### src/rtl/cost_port_arbiter.sv
// Round-robin burst arbiter sharing one Cost lookup port between NREQ search engines.
// Each beat carries its owner tag down the return pipe, so returns complete after release.
module cost_port_arbiter #(
  parameter int NREQ      = 2,
  parameter int AW        = 3,
  parameter int CW        = 7,
  parameter int MAX_BURST = 8,
  parameter int STALL_MAX = 15
) (
  input  logic               CLK,
  input  logic               RST_N,
  input  logic [NREQ-1:0]    req,
  input  logic [NREQ*AW-1:0] req_w,
  input  logic [NREQ*AW-1:0] req_j,
  input  logic [NREQ-1:0]    req_last,
  output logic [NREQ-1:0]    gnt,
  output logic [AW-1:0]      W,
  output logic [AW-1:0]      J,
  input  logic [CW-1:0]      Cost,
  output logic [CW-1:0]      rdata,
  output logic [NREQ-1:0]    rvalid,
  output logic [1:0]         owner,
  output logic               busy,
  output logic               abort
);
  localparam int OW  = (NREQ > 1) ? $clog2(NREQ) : 1;
  localparam int BCW = $clog2(MAX_BURST + 1);
  localparam int SCW = $clog2(STALL_MAX + 1);

  typedef enum logic {IDLE, LOCK} state_t;

  state_t         state_q, state_d;
  logic [OW-1:0]  owner_q, owner_d, rr_q, rr_d, tag_q, tag_d;
  logic [OW-1:0]  pick_idx, rr_next;
  logic [BCW-1:0] beat_q, beat_d, beat_inc;
  logic [SCW-1:0] stall_q, stall_d, stall_inc;
  logic [AW-1:0]  w_q, w_d, j_q, j_d, sel_w, sel_j;
  logic [CW-1:0]  rdata_q, rdata_d;
  logic [NREQ-1:0] rvalid_q, rvalid_d;
  logic           abort_q, abort_d, inflight_q, inflight_d;
  logic           pick_vld, sel_req, sel_last;

  // First requester at or after the round-robin pointer, wrapping.
  always_comb begin
    pick_vld = 1'b0;
    pick_idx = '0;
    for (int unsigned k = 0; k < NREQ; k++) begin
      for (int unsigned i = 0; i < NREQ; i++) begin
        if (!pick_vld && req[i] && (i == (32'(rr_q) + k) % NREQ)) begin
          pick_vld = 1'b1;
          pick_idx = OW'(i);
        end
      end
    end
  end

  always_comb begin
    sel_req  = 1'b0;
    sel_last = 1'b0;
    sel_w    = '0;
    sel_j    = '0;
    gnt      = '0;
    for (int unsigned i = 0; i < NREQ; i++) begin
      if (owner_q == OW'(i)) begin
        sel_req  = req[i];
        sel_last = req_last[i];
        sel_w    = req_w[i*AW +: AW];
        sel_j    = req_j[i*AW +: AW];
        gnt[i]   = (state_q == LOCK) && req[i];
      end
    end
  end

  assign rr_next   = (owner_q == OW'(NREQ - 1)) ? '0 : owner_q + 1'b1;
  assign beat_inc  = beat_q + 1'b1;
  assign stall_inc = stall_q + 1'b1;

  always_comb begin
    state_d    = state_q;
    owner_d    = owner_q;
    rr_d       = rr_q;
    beat_d     = beat_q;
    stall_d    = stall_q;
    w_d        = w_q;
    j_d        = j_q;
    tag_d      = tag_q;
    inflight_d = 1'b0;
    abort_d    = 1'b0;
    rdata_d    = inflight_q ? Cost : rdata_q;
    for (int unsigned i = 0; i < NREQ; i++) begin
      rvalid_d[i] = inflight_q && (tag_q == OW'(i));
    end
    case (state_q)
      IDLE: begin
        if (pick_vld) begin
          state_d = LOCK;
          owner_d = pick_idx;
          beat_d  = '0;
          stall_d = '0;
        end
      end
      LOCK: begin
        if (sel_req) begin
          w_d        = sel_w;
          j_d        = sel_j;
          tag_d      = owner_q;
          inflight_d = 1'b1;
          beat_d     = beat_inc;
          stall_d    = '0;
          if (sel_last || beat_inc == BCW'(MAX_BURST)) begin
            state_d = IDLE;
            rr_d    = rr_next;
            abort_d = !sel_last;
          end
        end else begin
          stall_d = stall_inc;
          if (stall_inc == SCW'(STALL_MAX)) begin
            state_d = IDLE;
            rr_d    = rr_next;
            abort_d = 1'b1;
          end
        end
      end
      default: state_d = IDLE;
    endcase
  end

  always_ff @(posedge CLK or negedge RST_N) begin
    if (!RST_N) begin
      state_q    <= IDLE;
      owner_q    <= '0;
      rr_q       <= '0;
      tag_q      <= '0;
      beat_q     <= '0;
      stall_q    <= '0;
      w_q        <= '0;
      j_q        <= '0;
      rdata_q    <= '0;
      rvalid_q   <= '0;
      abort_q    <= 1'b0;
      inflight_q <= 1'b0;
    end else begin
      state_q    <= state_d;
      owner_q    <= owner_d;
      rr_q       <= rr_d;
      tag_q      <= tag_d;
      beat_q     <= beat_d;
      stall_q    <= stall_d;
      w_q        <= w_d;
      j_q        <= j_d;
      rdata_q    <= rdata_d;
      rvalid_q   <= rvalid_d;
      abort_q    <= abort_d;
      inflight_q <= inflight_d;
    end
  end

  assign W      = w_q;
  assign J      = j_q;
  assign rdata  = rdata_q;
  assign rvalid = rvalid_q;
  assign owner  = 2'(owner_q);
  assign busy   = (state_q == LOCK);
  assign abort  = abort_q;

endmodule
### config.mk
export PLATFORM = sky130hd
export DESIGN_NAME = cost_port_arbiter
export DESIGN_NICKNAME = d
export VERILOG_FILES = /design/src/rtl/cost_port_arbiter.sv
export SDC_FILE = /design/constraint.sdc
export NUM_CORES = 1
export LEC_CHECK = 0
export ABC_AREA = 1
export CORE_MARGIN = 4
export CORE_UTILIZATION = 48
export CTS_CLUSTER_SIZE = 25
export DETAILED_ROUTE_END_ITERATION = 10
export GPL_ROUTABILITY_DRIVEN = 0
export PLACE_DENSITY = 0.83
export SYNTH_ARGS = -nofsm -noshare
export SYNTH_HDL_FRONTEND = slang
export SYNTH_SLANG_ARGS = --single-unit
### constraint.sdc
create_clock -name CLK -period 1.9 [get_ports CLK]
set_input_delay 0.285 -clock CLK [delete_from_list [all_inputs] [get_ports CLK]]
set_output_delay 0.285 -clock CLK [all_outputs]
set_load 0.02 [all_outputs]
---- Yosys cells after proc, flatten, opt, wreduce, memory -nomap -nowiden ----
Index checks and enable logic that the tools add are counted.
W data, S select, Z words.
storage, ports and cells
  register bits ........................... 29
  bits in latches ......................... 0
  memory bits (writable) .................. 0
  bits in read-only memories .............. 0
  memories kept ........................... 0
cells by class
  $add $sub $neg .......................... 4
  $mul .................................... 0
  div/mod/pow operators ................... 0
  $lt $le $gt $ge ......................... 0
  equality and inequality tests ........... 5
  shifts and indexed selects .............. 0
  muxes and demuxes ....................... 33
  bitwise gates (word level) .............. 2
  reductions and logical operators ........ 23
operator list
  operator               number
  $logic_not A32 Y1      2
  $mux W1                25
  $pmux W4 S2            2
  $mux W4                3
  $logic_and A1 B1 Y1    11
  $add A4 B1 Y4 const B  2
  $eq A4 B4 Y1 const B   2
  $mux W3                2
  $reduce_and A2 Y1      3
  $logic_not A1 Y1       4
  $ne A2 B1 Y1 const B   2
  $reduce_and A3 Y1      1
  $add A1 B1 Y1 const B  2
  $ne A2 B2 Y1 const B   1
  $not A1 Y1             2
  $pmux W1 S2            1
  $reduce_bool A2 Y1     1
  $logic_or A1 B1 Y1     1

---- Logic depth before layout (Yosys ltp) ----
  depth after elaboration ................. 17
  depth in mapped cells ................... 10
  mapped depth without buffers ............ 10

---- Worst setup path before layout ----
No wires, ideal clock.
  kind .................................... register to output
  start ................................... register state_q, in the netlist busy
  end ..................................... output gnt[0]
  data arrival time ....................... 1.227 ns
  data required time ...................... 1.615 ns
  slack ................................... 0.388 ns
  stages on the path, launching flop included .. 4
  buffers on the path ..................... 1
  cells stage by stage .................... dfrtp_1 > buf_2 > inv_1 > nor3_1
on the way
  longest elaborated chain between the ends .. 2
ends and longest elaborated chain
  element                   RTL line  RTL
  start: declaration        32        state_t state_q, state_d;
  start signal: assignment  143       state_q <= state_d;
  $logic_and A1 B1 Y1       69        gnt[i] = (state_q == LOCK) && req[i];
  $mux W1                   64        if (owner_q == OW'(i)) begin
  end: declaration          16        output logic [NREQ-1:0] gnt,
No other way between the ends.

---- Final worst setup path ----
  start ................................... input req[1]
  end ..................................... output gnt[1]
on the way
  longest elaborated chain between the ends .. 2
ends and longest elaborated chain
  element              RTL line  RTL
  start: declaration   12        input logic [NREQ-1:0] req,
  $logic_and A1 B1 Y1  69
  $mux W1              64
No other way between the ends.

==> impl_results.md <==
- Post-synthesis net count: 191
- CP Buf/Inv Count: 2
- Global-route wire length before repair: 5010 um
- Final antenna-violating net count: 0
- YS warnings: 0
- TritonCTS clock tree: done
- Leakage: 0.940 nW
- Slew Viols, Final: 0
- Fill cells: 233
- Maximum VDD drop: 1.26 mV
- Tmin final: 1.85 ns
- Routed WL per cell: 12.9 um
- Die X: 61.7 um
- Clock root cell: clkbuf_4
- Util after Layout: 69.8%
- Mapped Area: 0.00139 mm^2
- Outcome: finished, final reports clean
- Commonest non-fill, non-tap cells in the layout: nand2_1, clkdlybuf4s50_1, dfrtp_1, inv_1
- Final hold vios: 0
- 1st-pass router iterations: 4
- Flops & latches, synth: 29
- Post-CTS setup buffers: 0
- Placed insts: 238
- RSZ-0062 raised after global routing: false
- Number of buffers added on ports: 44
- Vias in the first global route: 1,242
- Synth cell types: 27
- Register area share after synthesis: 52.4%
- Crit Path Category: primary input to output pin
- Pin count of the biggest net entering global routing: 30
- Dominant delay contributor by cell family on the critical path: buffers and inverters
- Flip-flop and latch area: 726 um^2
- Layout overhead on the synthesized area: 39.0%
- H-Tree Depth: 2
- Slowest CP cell: clkdlybuf4s50_1
- Startpoint Class: primary input
- Worst clock skew: 0.00397 ns
- Routed wire length: 3180 um
- DRC: 0
- Pwr Total: 2.96 mW
- Syn Area/Cell: 8.50 um^2
- Clock Path Buffers: 2
- Clock slew at reported path FFs: 0.09 ns
- Die area: 0.00381 mm^2
- Layout net count: 242
- Cts hold-fix bufs: 0
- Ant diodes: 0
- Total power per unit cell area: 1540 mW/mm^2
- Arr. time, crit path: 1.57 ns
- Core Box Area: 0.00276 mm^2
- Fin cells: 246
- Vias/cell: 5.06
- GR Overflow Total: 0
- CTS Buf Count: 5
- Die height: 61.7 um
- Min-delay worst type: primary input to asynchronous set/reset pin
- Setup violations, final: 0
- Critical Path Max Stage Delay: 0.61 ns
- Crit path capture type: output pin
- Ports: 46
- Peak Freq: 0.539 GHz
- WHS: 0.340 ns
- Tcrit/Tclk final: 97.6%
- Synth Instances: 163
- Cells along the critical path: clkdlybuf4s50_1 > nand2_1 > nor2_1 > clkdlybuf4s50_1
- Layout cells sized above 1: 10.7%
- Post-detail-place hpwl: 2420 um
- Commonest non-fill, non-tap cell in the layout: nand2_1
- Clock latency on the worst-skew pair: 0.33 ns
- CTS Sinks: 29
- WP data required: 1.62 ns
- Overall routing resource usage: 18.4%
- Most used cell, CP: clkdlybuf4s50_1
- 1st-iter DRT viols: 47
- Max-Cap Viols: 0
- Multi-input logic area: 529 um^2
- # rows: 19
- Vias post-DR: 1,244
- Initial antenna violation count: 0
- Crit-path max FO: 2
- Gates resized, CTS repair: 1
- Starting Density: 50.2%
==> state kept, by name, summed over array words and instances (netlist names) <==
name        flops
J               3
W               3
abort           1
beat_q          4
busy            1
inflight_q      1
owner_q         1
rdata           7
rr_q            1
rvalid          2
stall_q         4
tag_q           1
==> final timing paths <==
path	from	end	slack, ns	depth (start not counted)
min in group CLK	rdata[3]	rdata[3]	0.47	2
max in group asynchronous	RST_N	J[1]	1.30	2
setup reg to reg	owner_q	busy	0.46	6
setup / recovery	req[1]	gnt[1]	0.05	4
hold / removal	RST_N	beat_q[3]	0.34	2
hold reg to reg	rdata[3]	rdata[3]	0.47	2
==> cell usage after synthesis <==
| library cell | instances | area [um^2] |
|---|---|---|
| nand4_1 | 4 | 25.0 |
| o21ai_2 | 1 | 8.76 |
| buf_6 | 1 | 11.3 |
| nor2_1 | 8 | 30.0 |
| conb_1 | 1 | 3.75 |
| o22ai_1 | 1 | 6.26 |
| buf_4 | 2 | 15.0 |
| clkinv_4 | 1 | 8.76 |
| and2_1 | 1 | 6.26 |
| o31ai_1 | 1 | 7.51 |
| clkbuf_1 | 1 | 3.75 |
| nand2_1 | 60 | 225 |
| buf_12 | 1 | 20.0 |
| nor2_2 | 2 | 12.5 |
| buf_2 | 1 | 5.00 |
| a31oi_1 | 4 | 25.0 |
| nand3_1 | 9 | 45.0 |
| nor3_1 | 2 | 10.0 |
| inv_4 | 1 | 6.26 |
| ha_1 | 3 | 37.5 |
| nand2_4 | 1 | 11.3 |
| dfrtp_1 | 29 | 726 |
| inv_1 | 15 | 56.3 |
| inv_2 | 1 | 3.75 |
| o21ai_0 | 9 | 45.0 |
| a21oi_1 | 1 | 5.00 |
| a31oi_2 | 2 | 25.0 |
==> cell type report <==
type	count	area share, %
Clock buffer	7	3.38
Timing Repair Buffer	50	25.3
Clock inverter	1	0.260
Multi-Input combinational cell	110	27.5
Sequential cell	29	37.7
Inverter	18	3.90
Tap cell	31	2.01
==> where the power goes <==
group	internal (mW)	switching, mW
combinational	0.632	0.824
sequential	0.884	0.190
clock	0.214	0.217
==> metrics by stage <==
| stage | TNS (ns) | worst slack (ns) | instance area (um^2) |
|---|---|---|---|
| 2_1_floorplan | 0 | 0.388 | 1390 |
| 3_3_place_gp | 0 | 0.0397 | 1850 |
| 3_5_place_dp | -0.0200 | -0.0200 | 1850 |
| 4_1_cts | 0 | 0.0386 | 1920 |
| 5_1_grt | 0 | 0.0103 | 1930 |
| 6_report | 0 | 0.0454 | 1930 |
==> cell families after synthesis <==
group,count (synthesis),share of synthesized area (%)
and+or+nand+nor,87,26.4
DFF,29,52.4
buffers and inverters,24,9.39
AOI/OAI and AO/OA,19,8.85
adders and majority gates,3,2.71
other,1,0.271
==> worst reg2reg max path: stages (launching register included) <==
cell,delay (ns)
dfrtp_1,0.40
buf_4,0.19
o21ai_2,0.27
inv_1,0.12
nand2_1,0.12
nand3_1,0.09
and2_1,0.15
==> routing by layer <==
| layer | GRT usage (%) | share of wire, % |
|---|---|---|
| met5 | 0 | 0 |
| met2 | 30.0 | 50 |
| met4 | 12.1 | 1.7 |
| met3 | 5.37 | 7.3 |
| met1 | 21.0 | 41 |
(Power assumes the default switching activity.)
